<file path="config.mk">
export PLATFORM = sky130hd
export DESIGN_NAME = recepcao_medida_fd
export DESIGN_NICKNAME = d
export VERILOG_FILES = /design/src/rtl/recepcao_pkg.sv /design/src/rtl/rx_serial_8n1.sv /design/src/rtl/recepcao_medida_fd.sv
export SDC_FILE = /design/constraint.sdc
export NUM_CORES = 1
export LEC_CHECK = 0
export BUFFER_PORTS_ARGS = -buffer_cell sky130_fd_sc_hd__buf_2
export CORE_ASPECT_RATIO = 0.9
export CORE_MARGIN = 2
export CORE_UTILIZATION = 35
export CTS_BUF_LIST = sky130_fd_sc_hd__clkbuf_4
export CTS_CLUSTER_DIAMETER = 30
export DETAILED_ROUTE_END_ITERATION = 10
export GPL_TIMING_DRIVEN = 0
export PLACE_DENSITY_LB_ADDON = 0.08
export SYNTH_ARGS = -nofsm -noshare
export SYNTH_HDL_FRONTEND = slang
export SYNTH_HIERARCHICAL = 1
export SYNTH_SLANG_ARGS = --single-unit
</file>
<file path="constraint.sdc">
create_clock -name clock -period 3.2 [get_ports clock]
set_input_delay 0.32 -clock clock [delete_from_list [all_inputs] [get_ports clock]]
set_output_delay 0.32 -clock clock [all_outputs]
set_load 0.05 [all_outputs]
</file>
<file path="src/rtl/recepcao_pkg.sv">
// Shared types, constants and helpers for the measurement-link receiver.
package recepcao_pkg;

    localparam logic [7:0] ASCII_0        = 8'h30;
    localparam logic [7:0] ASCII_9        = 8'h39;
    localparam int         DIGITOS_PACOTE = 8;

    typedef enum logic [3:0] {
        AGUARDA = 4'd0,
        DIGITO  = 4'd1,
        PUBLICA = 4'd2,
        ERRO    = 4'd3
    } estado_t;

    typedef enum logic [1:0] {
        RX_IDLE  = 2'd0,
        RX_START = 2'd1,
        RX_DADOS = 2'd2,
        RX_STOP  = 2'd3
    } rx_estado_t;

    function automatic logic eh_digito(input logic [7:0] b);
        return (b >= ASCII_0) && (b <= ASCII_9);
    endfunction

    // tens*10 + units via shifts; 0..99 always fits in 7 bits
    function automatic logic [6:0] junta_campo(input logic [3:0] t, input logic [3:0] u);
        logic [6:0] t7;
        t7 = {3'b000, t};
        return (t7 << 3'd3) + (t7 << 3'd1) + {3'b000, u};
    endfunction

endpackage

</file>
<file path="src/rtl/rx_serial_8n1.sv">
// 8N1 byte receiver: input synchroniser, baud counter, LSB-first shift register.
module rx_serial_8n1
    import recepcao_pkg::*;
#(
    parameter int CLKS_PER_BIT = 434,
    parameter int N_SYNC       = 2
) (
    input  logic       clock_i,
    input  logic       reset_i,
    input  logic       rx_i,
    output logic [7:0] dado_o,
    output logic       byte_ok_o,
    output logic       byte_err_o
);

    localparam int                CNT_W    = $clog2(CLKS_PER_BIT);
    localparam logic [CNT_W-1:0]  FIM_BIT  = CNT_W'(CLKS_PER_BIT - 1);
    localparam logic [CNT_W-1:0]  MEIO_BIT = CNT_W'(CLKS_PER_BIT / 2 - 1);

    logic [N_SYNC-1:0] sync_q;
    logic              ant_q;
    rx_estado_t        estado_q, estado_d;
    logic [CNT_W-1:0]  cnt_q, cnt_d;
    logic [2:0]        nbit_q, nbit_d;
    logic [7:0]        shift_q, shift_d;
    logic [7:0]        dado_q, dado_d;
    logic              ok_q, ok_d;
    logic              err_q, err_d;
    logic              rx_s;
    logic              descida_s;

    assign rx_s      = sync_q[N_SYNC-1];
    assign descida_s = ant_q & ~rx_s;

    // State registers; synchroniser idles high so reset never fakes a start bit
    always_ff @(posedge clock_i) begin
        if (!reset_i) begin
            sync_q   <= '1;
            ant_q    <= 1'b1;
            estado_q <= RX_IDLE;
            cnt_q    <= '0;
            nbit_q   <= 3'd0;
            shift_q  <= 8'h00;
            dado_q   <= 8'h00;
            ok_q     <= 1'b0;
            err_q    <= 1'b0;
        end else begin
            sync_q   <= {sync_q[N_SYNC-2:0], rx_i};
            ant_q    <= rx_s;
            estado_q <= estado_d;
            cnt_q    <= cnt_d;
            nbit_q   <= nbit_d;
            shift_q  <= shift_d;
            dado_q   <= dado_d;
            ok_q     <= ok_d;
            err_q    <= err_d;
        end
    end

    // Next-state: half-bit wait validates the start bit, then one sample per bit period
    always_comb begin
        estado_d = estado_q;
        cnt_d    = cnt_q;
        nbit_d   = nbit_q;
        shift_d  = shift_q;
        dado_d   = dado_q;
        ok_d     = 1'b0;
        err_d    = 1'b0;
        case (estado_q)
            RX_IDLE: begin
                cnt_d = '0;
                if (descida_s) begin
                    estado_d = RX_START;
                end else begin
                    estado_d = RX_IDLE;
                end
            end
            RX_START: begin
                if (cnt_q == MEIO_BIT) begin
                    cnt_d  = '0;
                    nbit_d = 3'd0;
                    if (rx_s) begin
                        estado_d = RX_IDLE;
                    end else begin
                        estado_d = RX_DADOS;
                    end
                end else begin
                    cnt_d = cnt_q + 1'b1;
                end
            end
            RX_DADOS: begin
                if (cnt_q == FIM_BIT) begin
                    cnt_d   = '0;
                    shift_d = {rx_s, shift_q[7:1]};
                    nbit_d  = nbit_q + 3'd1;
                    if (nbit_q == 3'd7) begin
                        estado_d = RX_STOP;
                    end else begin
                        estado_d = RX_DADOS;
                    end
                end else begin
                    cnt_d = cnt_q + 1'b1;
                end
            end
            RX_STOP: begin
                if (cnt_q == FIM_BIT) begin
                    cnt_d    = '0;
                    estado_d = RX_IDLE;
                    if (rx_s) begin
                        ok_d   = 1'b1;
                        dado_d = shift_q;
                    end else begin
                        err_d  = 1'b1;
                    end
                end else begin
                    cnt_d = cnt_q + 1'b1;
                end
            end
            default: begin
                estado_d = RX_IDLE;
                cnt_d    = '0;
            end
        endcase
    end

    assign dado_o     = dado_q;
    assign byte_ok_o  = ok_q;
    assign byte_err_o = err_q;

endmodule

</file>
<file path="src/rtl/recepcao_medida_fd.sv">
// Measurement-link receiver: turns 8-digit ASCII packets into temperature/humidity words.
module recepcao_medida_fd
    import recepcao_pkg::*;
#(
    parameter int CLKS_PER_BIT = 434,
    parameter int N_SYNC       = 2
) (
    input  logic        clock,
    input  logic        reset,
    input  logic        rx_serial,
    output logic [15:0] temperatura,
    output logic [15:0] umidade,
    output logic        pronto,
    output logic        erro,
    output logic [3:0]  db_estado
);

    localparam logic [2:0] IDX_ULTIMO = 3'(DIGITOS_PACOTE - 1);

    logic [7:0]      dado_s;
    logic            byte_ok_s;
    logic            byte_err_s;
    logic [3:0]      digito_s;

    estado_t         estado_q, estado_d;
    logic [2:0]      idx_q, idx_d;
    logic [3:0]      dig_q, dig_d;
    logic [3:0]      dezena_q, dezena_d;
    logic [3:0][6:0] campo_q, campo_d;
    logic [15:0]     temp_q, temp_d;
    logic [15:0]     umid_q, umid_d;
    logic            pronto_q, pronto_d;
    logic            erro_q, erro_d;

    rx_serial_8n1 #(
        .CLKS_PER_BIT (CLKS_PER_BIT),
        .N_SYNC       (N_SYNC)
    ) u_rx (
        .clock_i    (clock),
        .reset_i    (reset),
        .rx_i       (rx_serial),
        .dado_o     (dado_s),
        .byte_ok_o  (byte_ok_s),
        .byte_err_o (byte_err_s)
    );

    // Low nibble of an ASCII digit equals its value, so only that is kept
    assign digito_s = dig_q;

    // Assembler registers
    always_ff @(posedge clock) begin
        if (!reset) begin
            estado_q <= AGUARDA;
            idx_q    <= 3'd0;
            dig_q    <= 4'd0;
            dezena_q <= 4'd0;
            campo_q  <= '0;
            temp_q   <= 16'h0000;
            umid_q   <= 16'h0000;
            pronto_q <= 1'b0;
            erro_q   <= 1'b0;
        end else begin
            estado_q <= estado_d;
            idx_q    <= idx_d;
            dig_q    <= dig_d;
            dezena_q <= dezena_d;
            campo_q  <= campo_d;
            temp_q   <= temp_d;
            umid_q   <= umid_d;
            pronto_q <= pronto_d;
            erro_q   <= erro_d;
        end
    end

    // Words are published on the edge that leaves the 8th DIGITO, so pronto and data move together
    always_comb begin
        estado_d = estado_q;
        idx_d    = idx_q;
        dig_d    = dig_q;
        dezena_d = dezena_q;
        campo_d  = campo_q;
        temp_d   = temp_q;
        umid_d   = umid_q;
        pronto_d = 1'b0;
        erro_d   = 1'b0;
        case (estado_q)
            AGUARDA: begin
                if (byte_ok_s) begin
                    dig_d = dado_s[3:0];
                    if (eh_digito(dado_s)) begin
                        estado_d = DIGITO;
                    end else begin
                        estado_d = ERRO;
                    end
                end else if (byte_err_s) begin
                    estado_d = ERRO;
                end else begin
                    estado_d = AGUARDA;
                end
            end
            DIGITO: begin
                if (!idx_q[0]) begin
                    dezena_d = digito_s;
                end else begin
                    campo_d[idx_q[2:1]] = junta_campo(dezena_q, digito_s);
                end
                idx_d = idx_q + 3'd1;
                if (idx_q == IDX_ULTIMO) begin
                    temp_d   = {1'b0, campo_q[0], 1'b0, campo_q[1]};
                    umid_d   = {1'b0, campo_q[2], 1'b0, junta_campo(dezena_q, digito_s)};
                    pronto_d = 1'b1;
                    estado_d = PUBLICA;
                end else begin
                    estado_d = AGUARDA;
                end
            end
            PUBLICA: begin
                idx_d    = 3'd0;
                estado_d = AGUARDA;
            end
            ERRO: begin
                erro_d   = 1'b1;
                idx_d    = 3'd0;
                estado_d = AGUARDA;
            end
            default: begin
                idx_d    = 3'd0;
                estado_d = AGUARDA;
            end
        endcase
    end

    assign temperatura = temp_q;
    assign umidade     = umid_q;
    assign pronto      = pronto_q;
    assign erro        = erro_q;
    assign db_estado   = estado_q;

endmodule

</file>
==> metrics.cfg, run 1 <==
[global_routing]
grtUsageMet2_pct = 22.7
grt_util_met3_pct = 4.86
busiest_layer = met2
antenna_found_initial = 0
grt_pass1_wl_um = 16000
met1_usage_pct = 22.6
grt_pass1_vias = 3168
track_usage_pct = 15.7
grt_max_degree = 17
overflow = 0

[cells_and_area]
final_common_cell = dfxtp_1
syn_to_final_growth_pct = 12.5
fin_area_um2 = 4820
nets = 551
final_cell_count_no_fill = 697
final_layout_size_suffix_gt1_share_pct = 14.0
n_antenna_cell = 0
final_cell_mix = dfxtp_1 (99), nand2_1 (84), a21oi_1 (49)

[synth]
synth_xor_area_share_pct = 1.02
ys_ff_latch = 99
ys_seq_area_share_pct = 46.3
synthMuxAreaShare_pct = 5.38
synth-main-ff-cell = dfxtp_1
yosys.area_share.simple_pct = 22.7
synth_compound_area_share_pct = 13.4
synthCells = 481
ys_async_sr_fraction_pct = 0
yosysWarnings = 6
synth_top_family_by_area = simple AND/OR/NAND/NOR gates
synth-edff-count = 0
synthAdderAreaFrac_pct = 5.03
synth.distinct_cells = 54
synthesis.area_um2 = 4280
synth.avg_cell_area_um2 = 8.90

[power]
total_power_uw = 1950
pwr-share-clk_pct = 33.5
p_seq_share_pct = 63.4
power_density_nw_per_um2 = 405
p_int_uw = 1490
swShare_pct = 23.9
p_switching_uw = 467
p_comb_share_pct = 3.2
ir_drop_mv = 0.232
leakagePower_uw = 0.00182

[worst_setup_path]
worst-r2r-cell-count = 7
worstPathRequired_ps = 3570
crit_slowest_cell = fa_1
startpoint = dig_q[3]
crit_top_cell = fa_1
r2r_setup_slack_ps = 660
path_cells = inv_1 -> fa_1 -> fa_1 -> nand2b_1 -> a21oi_1 -> nor2_1 -> a311o_1
crit_buf_inv = 1
cp.arrival_ps = 2910
path_class = reg -> reg
slowest_delay_ps = 530
cp_top_family = adder cells
crit_path_start_kind = flip-flop
critPathMaxFanout = 6
r2r-end = campo_q[6]
endpoint_kind = flip-flop
timing.rr.start = dig_q[3]

[min_path]
hold_path_end = u_rx/sync_q[0]
hp-start = reset
holdPathStages = 2
hold_path_class = in -> reg

[sta]
max_freq_mhz = 393
worstMarginPinSlew_ps = 805
final_max_slew_viol_count = 0
hold_viol = 0
fin_crit_sh_pct = 79.4
holdWs_ps = 81.1
finalCriticalPeriod_ps = 2540
tns_ps = 0
rsz0062_at_grt = false
maxSlewHeadroom_pct = 45.6
finalSetupViolCount = 0
skew_ps = 25.6

[clocking]
root_buffer = clkbuf_4
cts_buffers = 9
path_clk_slew_ps = 150
clkSinkCount = 99
cts.htree.levels = 3
cts_repair_resize_count = 0
cts_tree = built
clk_latency_ps = 470
clock_path_buffers = 2
post_cts_buffers = 0

[route]
ant_nets = 0
drcViolationCount = 0
dr.pass1.iters = 4
finalWirelength_um = 9500
dr_total_vias = 3439
dr.first_iter.drc_count = 199
wl_per_cell_um = 13.6
viasPerCell = 4.93

[place]
place_inst = 680
dp_hpwl_um = 6880
portBuffers = 34
gp_congestion = 0.773
dpl_cell_area_um2 = 4670

[floorplan]
die_h_um = 109
dieArea_um2 = 13100
rows = 38
core-area_um2 = 12000
num_io_pins = 41
die_w_um = 121
floorplan.initialDensity_pct = 35.7

[run_status]
status = finished clean

[run]
maxCapViolations = 0

## logic make-up after synthesis
family                     after synthesis
and+or+nand+nor                        190
DFF                                     99
AOI/OAI and AO/OA                       94
buffers and inverters                   53
muxes                                   23
adders and majority gates               16
xor gates and xnor gates                 5
other                                    1
## worst reg2reg max path: cells and delay by family, from the launching register on
family          cells  cell delay (ps)
compound gates      2              730
fa+ha+maj           2             1000
simple gates        2              290
flops               1              360
buf+inv             1               80
## timing repair
action	in CTS	in global routing
hold endpoints to repair	1	0
endpoints found under the setup margin	0	0
hold buffers	1	0
## registers in the layout, indices dropped and copies added, names as in the netlist, named ones only
register,cells
dig_q,4
erro,1
u_rx/ant_q,1
dezena_q,4
u_rx/nbit_q,3
u_rx/byte_ok_o,1
temperatura,14
u_rx/byte_err_o,1
campo_q,21
u_rx/cnt_q,9
u_rx/shift_q,8
idx_q,3
pronto,1
u_rx/sync_q,2
db_estado,2
u_rx/estado_q,1
u_rx/dado_o,8
umidade,14
## metal layers
layer,routed length [µm],share of wire (%)
met1,4930,52
met4,93,0.98
met2,4100,43
met3,381,4.0
met5,0,0
## layout make-up
| type | count | area, µm² |
|---|---|---|
| Fill cell | 1272 | 7160 |
| Clock inverter | 7 | 68.8 |
| Multi-Input combinational cell | 334 | 2060 |
| Inverter | 15 | 56.3 |
| Tap cell | 160 | 200 |
| Clock buffer | 9 | 67.6 |
| Buffer | 38 | 204 |
| Sequential cell | 99 | 1980 |
| Timing Repair Buffer | 35 | 180 |
## through the flow
step	util, %	setup WS [ps]
2_1_floorplan	-	931
3_3_place_gp	39.0	700
3_5_place_dp	39.0	702
4_1_cts	40.2	665
5_1_grt	40.2	458
6_report	40.2	658
## how the worst max path moves through the flow
stage,end,cells past startpoint
after floorplan,campo_q[6],7
final,campo_q[6],7
after global routing,campo_q[6],7
after detailed placement,campo_q[6],7
after CTS,campo_q[6],7
after global placement,campo_q[6],7
## cell usage after synthesis (3+ instances only)
cell type	n	area (µm²)
xnor2_1	3	26.3
buf_6	3	33.8
nand3_1	10	50.1
o21ai_0	6	30.0
nor2_1	33	124
ha_1	14	175
a211oi_1	9	67.6
clkbuf_1	17	63.8
o31ai_1	13	97.6
buf_4	8	60.1
buf_2	6	30.0
buf_1	3	11.3
nand3b_1	6	45.0
nor3_1	4	20.0
a221oi_1	4	35.0
mux2i_1	23	230
a21oi_1	49	245
nand2_1	84	315
dfxtp_1	99	1980
or4_1	4	30.0
inv_1	14	52.6
nand4_1	15	93.8
nand2b_1	10	62.6
or3_1	5	31.3
## power groups by stage
stage / registers (µW) / clock network [µW] / logic, µW
after floorplan: 1260 / 0 / 47.1
after global placement: 1260 / 0 / 60.3
after detailed placement: 1260 / 0 / 61.0
after CTS: 1240 / 693 / 62.1
after global routing: 1240 / 738 / 68.3
final: 1240 / 653 / 62.1
(Power assumes the default switching activity.)
==> run 2: changes to the inputs <==
==> constraint.sdc (replaced) <==
create_clock -name clock -period 2.04 [get_ports clock]
set_input_delay 0.204 -clock clock [delete_from_list [all_inputs] [get_ports clock]]
set_output_delay 0.204 -clock clock [all_outputs]
set_load 0.05 [all_outputs]
==> metrics.cfg, run 2 (synthesis gave the netlist of run 1 again) <==
[run]
maxCapViolations = 0

[worst_setup_path]
cp.arrival_ps = 2460
path_class = reg -> reg
slowest_delay_ps = 460
crit_top_cell = fa_2
critPathMaxFanout = 2
path_cells = inv_2 -> fa_2 -> fa_2 -> nand2b_4 -> a21o_1 -> or3_1 -> o311ai_2
crit_slowest_cell = fa_2
worstPathRequired_ps = 2450
endpoint_kind = flip-flop
crit_path_start_kind = flip-flop

[sta]
hold_viol = 0
finalCriticalPeriod_ps = 2050
tns_ps = -6.42
holdWs_ps = 140
rsz0062_at_grt = true
worstMarginPinSlew_ps = 921
fin_crit_sh_pct = 100
max_freq_mhz = 489
finalSetupViolCount = 1
maxSlewHeadroom_pct = 37.8
skew_ps = 29.5
setup_ws_ps = -6.42
final_max_slew_viol_count = 0

[cells_and_area]
top_register = campo_q
nets = 558
final_cell_mix = dfxtp_1 (93), nand2_1 (84), a21oi_1 (48)
syn_to_final_growth_pct = 15.9
largest_register_ffs = 21
n_antenna_cell = 0
final_layout_size_suffix_gt1_share_pct = 18.4
final_common_cell = dfxtp_1

[run_status]
status = finished, violations left
violations = negative setup slack

[global_routing]
grt_pass1_wl_um = 16000
grt_max_degree = 18
antenna_found_initial = 0
track_usage_pct = 15.7
overflow = 0
grt_pass1_vias = 3201

[route]
ant_nets = 0
drcViolationCount = 0
viasPerCell = 4.96
wl_per_cell_um = 14.0
dr.first_iter.drc_count = 118
finalWirelength_um = 9850
dr.pass1.iters = 4
dr_total_vias = 3491

[clocking]
root_buffer = clkbuf_4
clkSinkCount = 99
clk_latency_ps = 480
cts.htree.levels = 3
clock_path_buffers = 2
cts_tree = built
path_clk_slew_ps = 170
cts_buffers = 9

[floorplan]
num_io_pins = 41
die_h_um = 109
rows = 38
die_w_um = 121
dieArea_um2 = 13100
core-area_um2 = 12000
floorplan.initialDensity_pct = 35.7

[power]
p_seq_share_pct = 59.8
ir_drop_mv = 0.705
p_int_uw = 2470
leakagePower_uw = 0.00188
p_comb_share_pct = 3.1
power_density_nw_per_um2 = 654
swShare_pct = 24.0
pwr-share-clk_pct = 37.1
p_switching_uw = 779

[place]
gp_congestion = 0.798
dp_hpwl_um = 7000
portBuffers = 34

[min_path]
hold_path_class = in -> reg

==> run 2: per-layer routing <==
layer / wire length [µm] / GRT usage [%] / vias up
met2: 4290 / 23.6 / 52
met1: 5060 / 21.8 / 1643
met3: 396 / 4.86 / 7
met4: 110 / 4.49 / 0
met5: 0 / 0 / -
li1: - / - / 1789
==> run 2: layout make-up <==
cell class	instances	area, µm²
sequential	99	1990
clock inverter	7	98.8
multi-input combinational	334	2110
fill	1290	7020
tap	160	200
timing repair buffer	42	239
clock buffer	9	67.6
inverter	15	56.3
buffer	38	204
==> run 2: final timing paths <==
path / startpoint / endpoint / slack, ps / depth (start not counted)
worst max-delay path: dig_q[3] / umidade[6] / -6 / 7
worst min-delay path: reset / u_rx/cnt_q[2] / 140 / 3
worst max register to register: dig_q[3] / umidade[6] / -6 / 7
worst min register to register: u_rx/sync_q[0] / u_rx/sync_q[1] / 450 / 1
==> run 2: metrics by stage <==
step / instance area (µm²) / worst slack (ps) / std cells / util [%] / power [µW]
finish: 4960 / -6.42 / 704 / 41.4 / 3250
detailed placement: 4690 / -92.6 / 680 / 39.2 / 2080
CTS: 4900 / -54.5 / 701 / 40.9 / 3310
global route: 4960 / -86.0 / 704 / 41.4 / 3370
floorplan: 4320 / 13.9 / 486 / - / 2060
global placement: 4690 / -102 / 680 / 39.2 / 2080
==> run 2: critical path: cells and delay by family (launching register included) <==
| family | cells | cell delay (ps) |
|---|---|---|
| buffers and inverters | 1 | 60 |
| adder cells (fa/ha/maj) | 2 | 830 |
| AO/OA/AOI/OAI | 2 | 240 |
| AND/OR/NAND/NOR | 2 | 490 |
| flip-flops | 1 | 350 |
==> run 2: power by group through the flow <==
stage	Combinational (µW)	Clock, µW	Sequential, µW
final	99.1	1210	1940
after global routing	108	1320	1940
after CTS	98.8	1270	1940
after floorplan	73.9	0	1980
after detailed placement	95.8	0	1980
after global placement	94.7	0	1980
==> run 2: timing repair <==
action | in CTS | in global routing
hold buffers | 2 | 0
setup endpoints to repair | 7 | 12
cloned | 0 | 0
pin swaps | 7 | 3
endpoints found under the hold margin | 1 | 0
buffers inserted | 3 | 3
gates resized for setup | 5 | 10
